$ cat src/rtl/control_unit_pkg.sv
`default_nettype none
// ============================================================================
// Module      : control_unit_pkg
// Description : Shared definitions for the control_unit sequencer: opcode
//               constants, sequencer state enumeration and the bit positions
//               of the instruction fields inside the 12-bit instruction word.
// Revision    : 1.0 - initial release
// ============================================================================
package control_unit_pkg;

    // Sequencer states
    typedef enum logic [2:0] {
        S_IDLE   = 3'd0,
        S_FETCH  = 3'd1,
        S_DECODE = 3'd2,
        S_EXEC   = 3'd3,
        S_WB     = 3'd4
    } state_t;

    // Opcodes (ir[11:9]); anything not listed executes as a NOP
    localparam logic [2:0] OP_LOAD  = 3'b000;
    localparam logic [2:0] OP_STORE = 3'b001;
    localparam logic [2:0] OP_ADD   = 3'b010;
    localparam logic [2:0] OP_SUB   = 3'b011;
    localparam logic [2:0] OP_HALT  = 3'b111;

    // Instruction field positions (low bit of each field)
    localparam int unsigned IR_W  = 12;
    localparam int unsigned OP_LO = 9;  // opcode       ir[11:9]
    localparam int unsigned RD_LO = 6;  // ALU dest     ir[8:6]
    localparam int unsigned RS_LO = 3;  // ALU src A    ir[5:3]
    localparam int unsigned RT_LO = 0;  // ALU src B    ir[2:0]
    localparam int unsigned MR_LO = 4;  // mem reg      ir[6:4]
    localparam int unsigned MA_LO = 0;  // mem address  ir[3:0]

    // Opcodes that need the EXEC state (and possibly WB)
    function automatic logic is_exec_op(input logic [2:0] op);
        return (op == OP_LOAD) || (op == OP_STORE) ||
               (op == OP_ADD)  || (op == OP_SUB);
    endfunction

    // Opcodes that go through the ALU
    function automatic logic is_alu_op(input logic [2:0] op);
        return (op == OP_ADD) || (op == OP_SUB);
    endfunction

endpackage : control_unit_pkg
`default_nettype wire

$ cat src/rtl/control_unit_pc_counter.sv
`default_nettype none
// ============================================================================
// Module      : pc_counter
// Description : Program counter. Clears on reset, increments when inc is
//               high and wraps naturally from 2^PC_W-1 to 0.
// Ports       : clk, reset (async, active-high), inc (increment enable),
//               pc (current instruction memory address)
// Revision    : 1.0 - initial release
// ============================================================================
module pc_counter #(
    parameter int PC_W = 4
) (
    input  logic            clk,
    input  logic            reset,
    input  logic            inc,
    output logic [PC_W-1:0] pc
);

    logic [PC_W-1:0] r_pc;

    always_ff @(posedge clk or posedge reset) begin
        if (reset) begin
            r_pc <= '0;
        end else if (inc) begin
            r_pc <= r_pc + PC_W'(1);
        end
    end

    assign pc = r_pc;

endmodule : pc_counter
`default_nettype wire

$ cat src/rtl/control_unit.sv
`default_nettype none
// ============================================================================
// Module      : control_unit
// Description : Fetch/decode/execute sequencer for the 12-bit processor.
//               Program mode runs from instruction memory until HALT; manual
//               mode executes one switch-entered instruction then idles.
// Ports       : clk, reset (async, active-high)
//               run/manual      - start request and run-mode select
//               ir              - instruction register contents
//               ir_ld/ir_sel    - instruction register load / source select
//               pc              - instruction memory address
//               rf_*            - register file addresses, write enable/select
//               alu_op          - 0 add, 1 subtract
//               dm_addr/dm_we   - data memory address / write enable
//               busy/done       - not-idle flag / end-of-sequence pulse
// Revision    : 1.0 - initial release
// ============================================================================
module control_unit
    import control_unit_pkg::*;
#(
    parameter int PC_W  = 4,
    parameter int DM_AW = 4,
    parameter int RF_AW = 3
) (
    input  logic             clk,
    input  logic             reset,
    input  logic             run,
    input  logic             manual,
    input  logic [11:0]      ir,
    output logic             ir_ld,
    output logic             ir_sel,
    output logic [PC_W-1:0]  pc,
    output logic [RF_AW-1:0] rf_ra,
    output logic [RF_AW-1:0] rf_rb,
    output logic [RF_AW-1:0] rf_wa,
    output logic             rf_we,
    output logic             rf_wsel,
    output logic             alu_op,
    output logic [DM_AW-1:0] dm_addr,
    output logic             dm_we,
    output logic             busy,
    output logic             done
);

    state_t           r_state;
    state_t           w_next;
    logic             r_mode;
    logic [2:0]       r_op;
    logic [RF_AW-1:0] r_ra;
    logic [RF_AW-1:0] r_rb;
    logic [RF_AW-1:0] r_wa;
    logic             r_wsel;
    logic             r_alu_op;
    logic [DM_AW-1:0] r_dm_addr;
    logic             w_done;
    logic             w_pc_inc;
    logic [2:0]       w_op;

    assign w_op = ir[OP_LO +: 3];

    // State, run mode and captured instruction fields
    always_ff @(posedge clk or posedge reset) begin
        if (reset) begin
            r_state   <= S_IDLE;
            r_mode    <= 1'b0;
            r_op      <= '0;
            r_ra      <= '0;
            r_rb      <= '0;
            r_wa      <= '0;
            r_wsel    <= 1'b0;
            r_alu_op  <= 1'b0;
            r_dm_addr <= '0;
        end else begin
            r_state <= w_next;
            if (r_state == S_IDLE && run) begin
                r_mode <= manual;
            end
            // Fields are captured only while leaving DECODE so the datapath
            // controls stay put through EXEC and WB and between sequences.
            if (r_state == S_DECODE) begin
                r_op      <= w_op;
                r_ra      <= is_alu_op(w_op) ? ir[RS_LO +: RF_AW] : ir[MR_LO +: RF_AW];
                r_rb      <= ir[RT_LO +: RF_AW];
                r_wa      <= is_alu_op(w_op) ? ir[RD_LO +: RF_AW] : ir[MR_LO +: RF_AW];
                r_wsel    <= is_alu_op(w_op);
                r_alu_op  <= (w_op == OP_SUB);
                r_dm_addr <= ir[MA_LO +: DM_AW];
            end
        end
    end

    // Next-state and end-of-sequence decode
    always_comb begin
        w_next = r_state;
        w_done = 1'b0;
        case (r_state)
            S_IDLE: begin
                if (run) begin
                    w_next = S_FETCH;
                end
            end
            S_FETCH: begin
                w_next = S_DECODE;
            end
            S_DECODE: begin
                if (is_exec_op(w_op)) begin
                    w_next = S_EXEC;
                end else begin
                    w_done = 1'b1;
                    w_next = (w_op == OP_HALT || r_mode) ? S_IDLE : S_FETCH;
                end
            end
            S_EXEC: begin
                if (r_op == OP_STORE) begin
                    w_done = 1'b1;
                    w_next = r_mode ? S_IDLE : S_FETCH;
                end else begin
                    w_next = S_WB;
                end
            end
            S_WB: begin
                w_done = 1'b1;
                w_next = r_mode ? S_IDLE : S_FETCH;
            end
            default: begin
                w_next = S_IDLE;
            end
        endcase
    end

    // pc only advances for program-mode fetches
    assign w_pc_inc = (r_state == S_FETCH) && !r_mode;

    pc_counter #(
        .PC_W (PC_W)
    ) u_pc_counter (
        .clk   (clk),
        .reset (reset),
        .inc   (w_pc_inc),
        .pc    (pc)
    );

    assign ir_ld   = (r_state == S_FETCH);
    assign ir_sel  = r_mode;
    assign rf_we   = (r_state == S_WB);
    assign dm_we   = (r_state == S_EXEC) && (r_op == OP_STORE);
    assign busy    = (r_state != S_IDLE);
    assign done    = w_done;
    assign rf_ra   = r_ra;
    assign rf_rb   = r_rb;
    assign rf_wa   = r_wa;
    assign rf_wsel = r_wsel;
    assign alu_op  = r_alu_op;
    assign dm_addr = r_dm_addr;

endmodule : control_unit
`default_nettype wire

$ cat config.mk
export PLATFORM = sky130hd
export DESIGN_NAME = control_unit
export DESIGN_NICKNAME = d
export VERILOG_FILES = /design/src/rtl/control_unit_pkg.sv /design/src/rtl/control_unit_pc_counter.sv /design/src/rtl/control_unit.sv
export SDC_FILE = /design/constraint.sdc
export NUM_CORES = 1
export LEC_CHECK = 0
export CAP_MARGIN = 20
export CORE_UTILIZATION = 47
export CTS_CLUSTER_DIAMETER = 40
export DETAILED_ROUTE_END_ITERATION = 8
export GPL_ROUTABILITY_DRIVEN = 0
export HOLD_SLACK_MARGIN = 0.02
export PLACE_DENSITY = 0.87
export SYNTH_ARGS = -nofsm -noshare
export SYNTH_HDL_FRONTEND = slang
export SYNTH_SLANG_ARGS = --single-unit
$ cat constraint.sdc
create_clock -name clk -period 3.5 [get_ports clk]
set_input_delay 0.525 -clock clk [delete_from_list [all_inputs] [get_ports clk]]
set_output_delay 0.525 -clock clk [all_outputs]
set_load 0.01 [all_outputs]
==> impl_summary.md, run 1 <==
Floorplan
The region available for standard cell placement spans between 2000 and 2500 um2. From bottom edge to top edge, the die measures 51.2 um. For this design the top-level I/O count stands at slightly above 40. In this run the core area contains 17 standard-cell rows. The starting density of the core is 0.506. The floorplan step set the die width to 51.2 um.

The area of the die is 2630 um2.

Clocking
The post-cts sizing count is 0. CTS built an H-tree with a depth of 1. The root buffer selected by CTS is clkbuf_4.

Once the clock tree was built, the setup fixing pass inserted 0 buffers. Clock latency on the worst-skew pair, taken at its later pin, is 0.31 ns. TritonCTS built the clock tree. Clock-pin slew was measured on the worst setup and hold paths at between 0.1 and 0.15 ns. The number of clock buffers added by TritonCTS is 3. The sink count of the clock tree is 23. The maximum clock path buffer count is 2.

The post-cts hold buffer count is 0.

Timing
The final-layout setup total negative slack is 0 ns. The number of pins exceeding their max-slew limit in the final report is 0. The slew at the pin closest to its max-slew limit is 0.869 ns.

The period utilization is 0.729. The number of hold-slack violations in the final timing report is 0. The worst path meets setup with roughly 0.95 ns of slack. Setup repair after global routing left no endpoint under its margin. The peak clock frequency supported by timing is 392 MHz. Setup violations remaining at the end of the flow were counted as 0. In this run the tightest slew margin relative to its limit is 0.421. The time the worst path needs with I/O delays and setup is 2.55 ns. The worst-case clock skew is between 0.004 and 0.005 ns.

Worst setup path
The number of buffer and inverter stages on the critical path is 1. The startpoint kind of the worst setup timing path is a register. The slowest stage of the critical path is the dfrtp_1 cell. The data arrival time of the critical path is around 2.0 ns.

The critical path data required time is between 2 and 3 ns. The setup path with the least slack is of type register to primary output. The largest single stage delay on the critical path is 0.59 ns. The dominant delay contributor by cell family on the critical path is simple AND/OR/NAND/NOR gates. Of all nets on the critical path, the largest fanout is 13. The cell seen most often among critical-path stages is nand2_1. The critical path capture point type is a primary output.

The critical path goes through nor3b_2, nand2_1, nand2_1, clkdlybuf4s50_1.

Global routing
The first-pass GRT wire length is 3.86 mm. The largest net degree at the start of global routing is 26. The via count of the first global-routing pass is between 800 and 900. Across every metal layer, demand over resource in global routing totals 0.198. The total congestion overflow is 0.

The initial antenna violation count is 0.

Synthesis
After synthesis the netlist holds a flip-flop and latch count of 23. Of the post-synthesis cell area, the dominant cell type holds 0.505. The synthesized area per cell is 10.3 um2.

Among all flip-flop cells after synthesis, the most frequent one is dfrtp_1. Synthesis instantiated 32 different standard cells from the library. The number of nets in the synthesized netlist is 128. Of all flip-flops after synthesis, the portion carrying an async set or reset was 1.00. The biggest area contributor in the post-synthesis netlist is dfrtp_1. Yosys mapped a number of flops with a built-in enable equal to 0. The part of the Yosys area used for sequential elements is 0.505. After synthesis, the cell types taking the most area are dfrtp_1, nand2_1, mux2i_1, buf_6, o21ai_2.

The count of mapped cells out of synthesis is 111. Yosys printed 0 warnings. The cell area that synthesis handed to floorplanning was between 1000 and 1500 um2.

Hold path
The worst hold path belongs to the class register to register.

Final layout
The area growth from synthesis to layout is 33.4%. Of the cells placed in the final design, the portion with a size suffix greater than 1 is 0.103. The number of antenna repair diodes is 0.

The leading cell type in the layout, fill and taps excluded is clkdlybuf4s50_1. The net count of the finished layout is 163. The layout filler cell count is 200. The library cells used most frequently in the layout, excluding fill and tap cells, are clkdlybuf4s50_1, nand2_1, dfrtp_1, mux2i_1.

Drt
The routed length per instance is around 13 um. The number of nets with antenna violations after detailed routing is 0. The number of vias in the routed layout is 867.

Using the TritonRoute via totals, the vias-per-cell ratio works out to around 5.0. After detailed routing, the number of remaining DRC violations is 0. Summed over all layers, the routed wires come to 2.28 mm. Before antenna repair, the detailed router went through 4 iterations. The number of DRC markers after the initial detailed-route iteration is 13.

Placed design
During placement, the flow inserted port buffers numbering 40. The setup slack at placement is 1.25 ns. After legalization and detailed placement, the total HPWL measured 1.71 mm.

Power
The power density of the placed cells is 877 nW/um2. The analysis attributes to cell leakage a power of approximately 0.0007 uW. The worst-case vdd ir drop is 0.587 mV.

Status
The flow ran to the end, and the final reports show no timing, DRC or antenna violations.

Run
The tool flagged a number of max-cap violations equal to 0.
flip-flops by register name, summed over array words and instances (netlist names):
signal / count
u_pc_counter.pc: 4
r_op: 3
r_state: 3
rf_ra: 3
rf_wa: 3
dm_addr: 2
rf_rb: 2
alu_op: 1
ir_sel: 1
rf_wsel: 1
metal layers:
metal	global-route usage	part of all wire
met4	0.0811	0
met2	0.355	0.50
met5	0	0
met3	0.0208	0.042
met1	0.241	0.45
final timing paths:
kind / startpoint / to / slack [ns] / cells after the start
setup / recovery: r_state[1] / done / 0.95 / 4
hold / removal: u_pc_counter.pc[3] / u_pc_counter.pc[3] / 0.48 / 1
setup reg to reg: r_state[1] / alu_op / 1.73 / 2
hold reg to reg: u_pc_counter.pc[3] / u_pc_counter.pc[3] / 0.48 / 1
max in group asynchronous: reset / r_state[2] / 2.31 / 2
min in group asynchronous: reset / r_op[0] / 0.68 / 2
logic make-up after synthesis:
family / share of synthesized area
adders and majority gates: 0.0110
AOI/OAI and AO/OA: 0.0944
buffers and inverters: 0.0823
and+or+nand+nor: 0.212
DFF: 0.505
xor gates and xnor gates: 0.0231
muxes: 0.0724
worst register-to-register path: cells and delay by family, from the launching register on:
kind	cells	cell delay, ns
AND/OR/NAND/NOR	1	0.76
flip-flops	1	0.59
AO/OA/AOI/OAI	1	0.34
cell usage after synthesis, types with 2 or more instances:
cell,count
buf_6,4
inv_1,3
nor3b_1,2
o21ai_1,4
nor2_1,3
o21ai_0,2
buf_2,2
dfrtp_1,23
buf_4,3
nand2b_1,2
xnor2_1,2
mux2_2,2
o21ai_2,4
mux2i_1,6
nand2_1,32
metrics by stage:
step,utilization,cell area (um2),hold WS [ns],instances,power (uW)
2_1_floorplan,-,1140,0.443,111,934
5_1_grt,0.674,1520,0.502,173,1440
3_5_place_dp,0.662,1490,0.465,169,1220
6_report,0.674,1520,0.477,173,1330
4_1_cts,0.674,1520,0.486,173,1350
3_3_place_gp,0.662,1490,0.460,169,1190
power breakdown:
group	total, uW	leakage (uW)	internal, uW	switching [uW]
Clock	121	0.0000177	42.7	78.6
Combinational	687	0.000402	385	302
Sequential	524	0.000285	396	128
Total	1330	0.000705	824	509
cell type report:
cell class / count / area (um2) / area share
clock buffers: 3 / 22.5 / 0.0148
clock inverters: 1 / 5.00 / 0.00329
inverters: 3 / 11.3 / 0.00741
multi-input cells: 75 / 470 / 0.309
flip-flops and latches: 23 / 576 / 0.379
well taps: 28 / 35.0 / 0.0230
repair buffers: 40 / 400 / 0.263
No activity file was read; power rests on OpenSTA's default activity.
==> run 2: changes to the inputs <==
--- a/config.mk
+++ b/config.mk
@@ -6,12 +6,12 @@
 export NUM_CORES = 1
 export LEC_CHECK = 0
 export CAP_MARGIN = 20
-export CORE_UTILIZATION = 47
+export CORE_UTILIZATION = 44
 export CTS_CLUSTER_DIAMETER = 40
 export DETAILED_ROUTE_END_ITERATION = 8
 export GPL_ROUTABILITY_DRIVEN = 0
 export HOLD_SLACK_MARGIN = 0.02
-export PLACE_DENSITY = 0.87
+export PLACE_DENSITY = 0.83
 export SYNTH_ARGS = -nofsm -noshare
 export SYNTH_HDL_FRONTEND = slang
 export SYNTH_SLANG_ARGS = --single-unit
==> constraint.sdc (replaced) <==
create_clock -name clk -period 2.4 [get_ports clk]
set_input_delay 0.36 -clock clk [delete_from_list [all_inputs] [get_ports clk]]
set_output_delay 0.36 -clock clk [all_outputs]
set_load 0.01 [all_outputs]
==> run 2 against run 1 <==
The flow now finishes with violations (design-rule violations). Hold slack better by 0.012 ns. Clock-buffer cell count increased by 1. Power increased by 46%. Sequential share of layout area is 0.34 points lower. Utilization fell by 4.9 points. Sequential power increased by 46%. Wire length decreased by 7.8%. Clock skew decreased by 0.0029 ns. Combinational power rose by 46%. Non-clock buffer count rose by 1. Critical path type unchanged. Critical endpoint unchanged. Largest power group unchanged. Highest routed layer is now met4.
==> impl_summary.md, run 2 (synthesis gave the netlist of run 1 again) <==
Clocking
The post-cts hold buffer count is 0 (unchanged). The maximum clock path buffer count came to 2 (unchanged). The latest clock arrival within the worst-skew pair came to 0.30 ns (about the same). The buffer count from post-CTS setup fixing is 0 (unchanged). The H-tree depth is 1 (unchanged). The post-CTS clock slew at the launch and capture registers of the worst setup and hold paths is 0.12 ns (about the same). TritonCTS built the clock tree.

The post-cts sizing count is 0 (unchanged). The cell sitting at the root of the clock tree is a clkbuf_4. The CTS buffer count was 3 (unchanged). The sink count of the clock tree is 23 (unchanged).

Placed design
The number of buffer cells added on primary ports came to 40 (unchanged). The total half-perimeter wirelength after legalization and detailed placement is 1.52 mm (-11%).

Drt
The number of DRC markers after the initial detailed-route iteration is 12 (-1). The vias per cell is 5.03 (+0.34%). The routed length per instance came to 11.9 um (-9.4%). The number of optimization iterations in the first detailed-route pass is 6 (+2). The number of vias in the routed layout is 885 (+2.1%). The sum of routed wire length over all layers is 2.10 mm (-7.8%). The DRC violations left came to 1 (+1). The number of nets with antenna violations after detailed routing is 0 (unchanged).

Global routing
The global routing usage summed across all routing layers is 0.179 (-0.0190). The via count of the first global-routing pass is 807 (-9.2%). The largest net degree at the start of global routing is 26 (unchanged). The initial antenna violation count came to 0 (unchanged).

The first-pass GRT wire length is 3.60 mm (-6.6%). The total congestion overflow is 0 (unchanged).

Worst setup path
The number of buffer and inverter stages on the critical path is 1 (unchanged). The number of cell instances on the worst register-to-register path is 3 (+1). The delay contributed by the slowest stage of the critical path is 0.57 ns (-0.02 ns). The reg2reg setup slack is 0.62 ns (-1.11 ns).

In this run the worst setup path begins at r_state[2]. The path length in cells of the critical path is 4 (unchanged). The critical path capture point type is a primary output. In this run the critical register-to-register path is launched from r_state[1].

The critical-path cell with the highest stage delay is dfrtp_1. The data arrival time of the critical path is 1.89 ns (-0.14 ns). In this run the worst setup path terminates at done. The dominant delay contributor by cell family on the critical path is flip-flops. The critical-path maximum fanout was 10 (-3). The critical path is of the register to primary output type. Traced cell by cell, the critical path runs through nor3b_1, a31oi_1, nand2_1, clkdlybuf4s50_1. The startpoint kind of the worst setup timing path is a register. The critical path data required time is 2.04 ns (-0.93 ns). The endpoint of the worst register-to-register path is rf_wa[2].

Floorplan
The number of top-level pins is 41 (unchanged). The area of the placeable core came to 2450 um2 (+8.9%). The floorplan die height was 52.9 um (+3.2%). The row count is 18 (+1).

The area of the die is 2800 um2 (+6.5%). The starting density of the core is 0.464 (-0.0412). The die boundary width came to 52.9 um (+3.2%).

Final layout
The flip-flop count of the largest register after layout is 4 (unchanged). The utilization after layout is 0.625 (-0.0494). The top cell types in the final layout, fill and taps aside, are clkdlybuf4s50_1, nand2_1, dfrtp_1, mux2i_1. The leading cell type in the layout, fill and taps excluded is clkdlybuf4s50_1. Relative to the synthesized area, the layout overhead comes to 34.6%.

The net count of the finished layout is 164 (+0.61%). The fraction of layout instances using a drive strength above 1 is 0.110 (+0.00614). The number of antenna repair diodes was 0 (unchanged). The layout filler cell count was 220 (+10%).

Hold path
The worst min-delay path class is register to register. The launch instance of the worst min-delay path is r_op[0].

Timing
Subtracting the final worst setup slack from the clock period gives 2.25 ns. The slew at the pin closest to its max-slew limit came to 0.903 ns (+0.0336 ns). The number of pins exceeding their max-slew limit in the final report is 0 (unchanged). Derived from the worst setup path, the maximum achievable clock frequency is approximately 450 MHz.

The worst-case clock skew is 0.00183 ns (-0.00286 ns). Setup repair after global routing left no endpoint under its margin. The period utilization is 0.936. The setup-violating endpoint count in the final report is 0 (unchanged).

The relative max-transition margin is 0.398 (-0.0224). The number of hold-slack violations in the final timing report is 0 (unchanged). The final-layout setup total negative slack is 0 ns (unchanged).

Power
The power density of the placed cells was 1270 nW/um2 (+45%). The power consumption is 1940 uW (+46%). The cell leakage power is 0.000709 uW (+0.66%). The worst-case vdd ir drop is 0.879 mV (+50%).

Status
The checks that failed: design-rule violations. The run finished, with violations left.

Run
The number of violations of the max-capacitance limit is 0 (unchanged).
run 2: changes by cell type in the layout (fill, tap and decap cells not counted):
cell and delta:
buf_4 +1, clkinv_2 -1, nor3b_2 +1, clkbuf_1 +1
nor3b_1 -1
run 2: metrics by stage:
step           cells  worst slack, ns  cell area (um2)  hold WS [ns]
3_3_place_gp     172            0.493             1500         0.460
2_1_floorplan    111            0.854             1140         0.362
5_1_grt          176          0.00721             1530         0.509
4_1_cts          176            0.135             1530         0.494
3_5_place_dp     172            0.442             1500         0.466
6_report         176            0.153             1530         0.489
run 2: power by group:
part,switching (uW),internal (uW)
Combinational,429,575
Sequential,190,578
Clock,109,64.8
run 2: worst min path at each step:
stage,endpoint,cells past startpoint
after floorplan,alu_op,1
after global placement,dm_addr[3],2
after detailed placement,r_op[0],2
after CTS,u_pc_counter.pc[3],1
after global routing,r_op[0],2
final,r_op[0],2
run 2: layout make-up:
type / instances / area [um2] / share of cell area
Sequential cell: 23 / 576 / 0.375
Multi-Input combinational cell: 75 / 475 / 0.310
Timing Repair Buffer: 41 / 408 / 0.266
Tap cell: 30 / 37.5 / 0.0245
Clock buffer: 4 / 26.3 / 0.0171
Inverter: 3 / 11.3 / 0.00734
run 2: metal layers:
layer / wire length [um] / global-route usage / up-vias
met2: 968 / 0.278 / 32
met1: 960 / 0.243 / 410
met4: 37 / 0.0789 / 0
met3: 130 / 0.0316 / 4
li1: - / - / 439
met5: 0 / 0 / -
run 2: tightest hold or removal path: stages, from the launching register on:
cell and delay [ns]:
dfrtp_1 0.36, nand2_1 0.06, o21ai_2 0.05
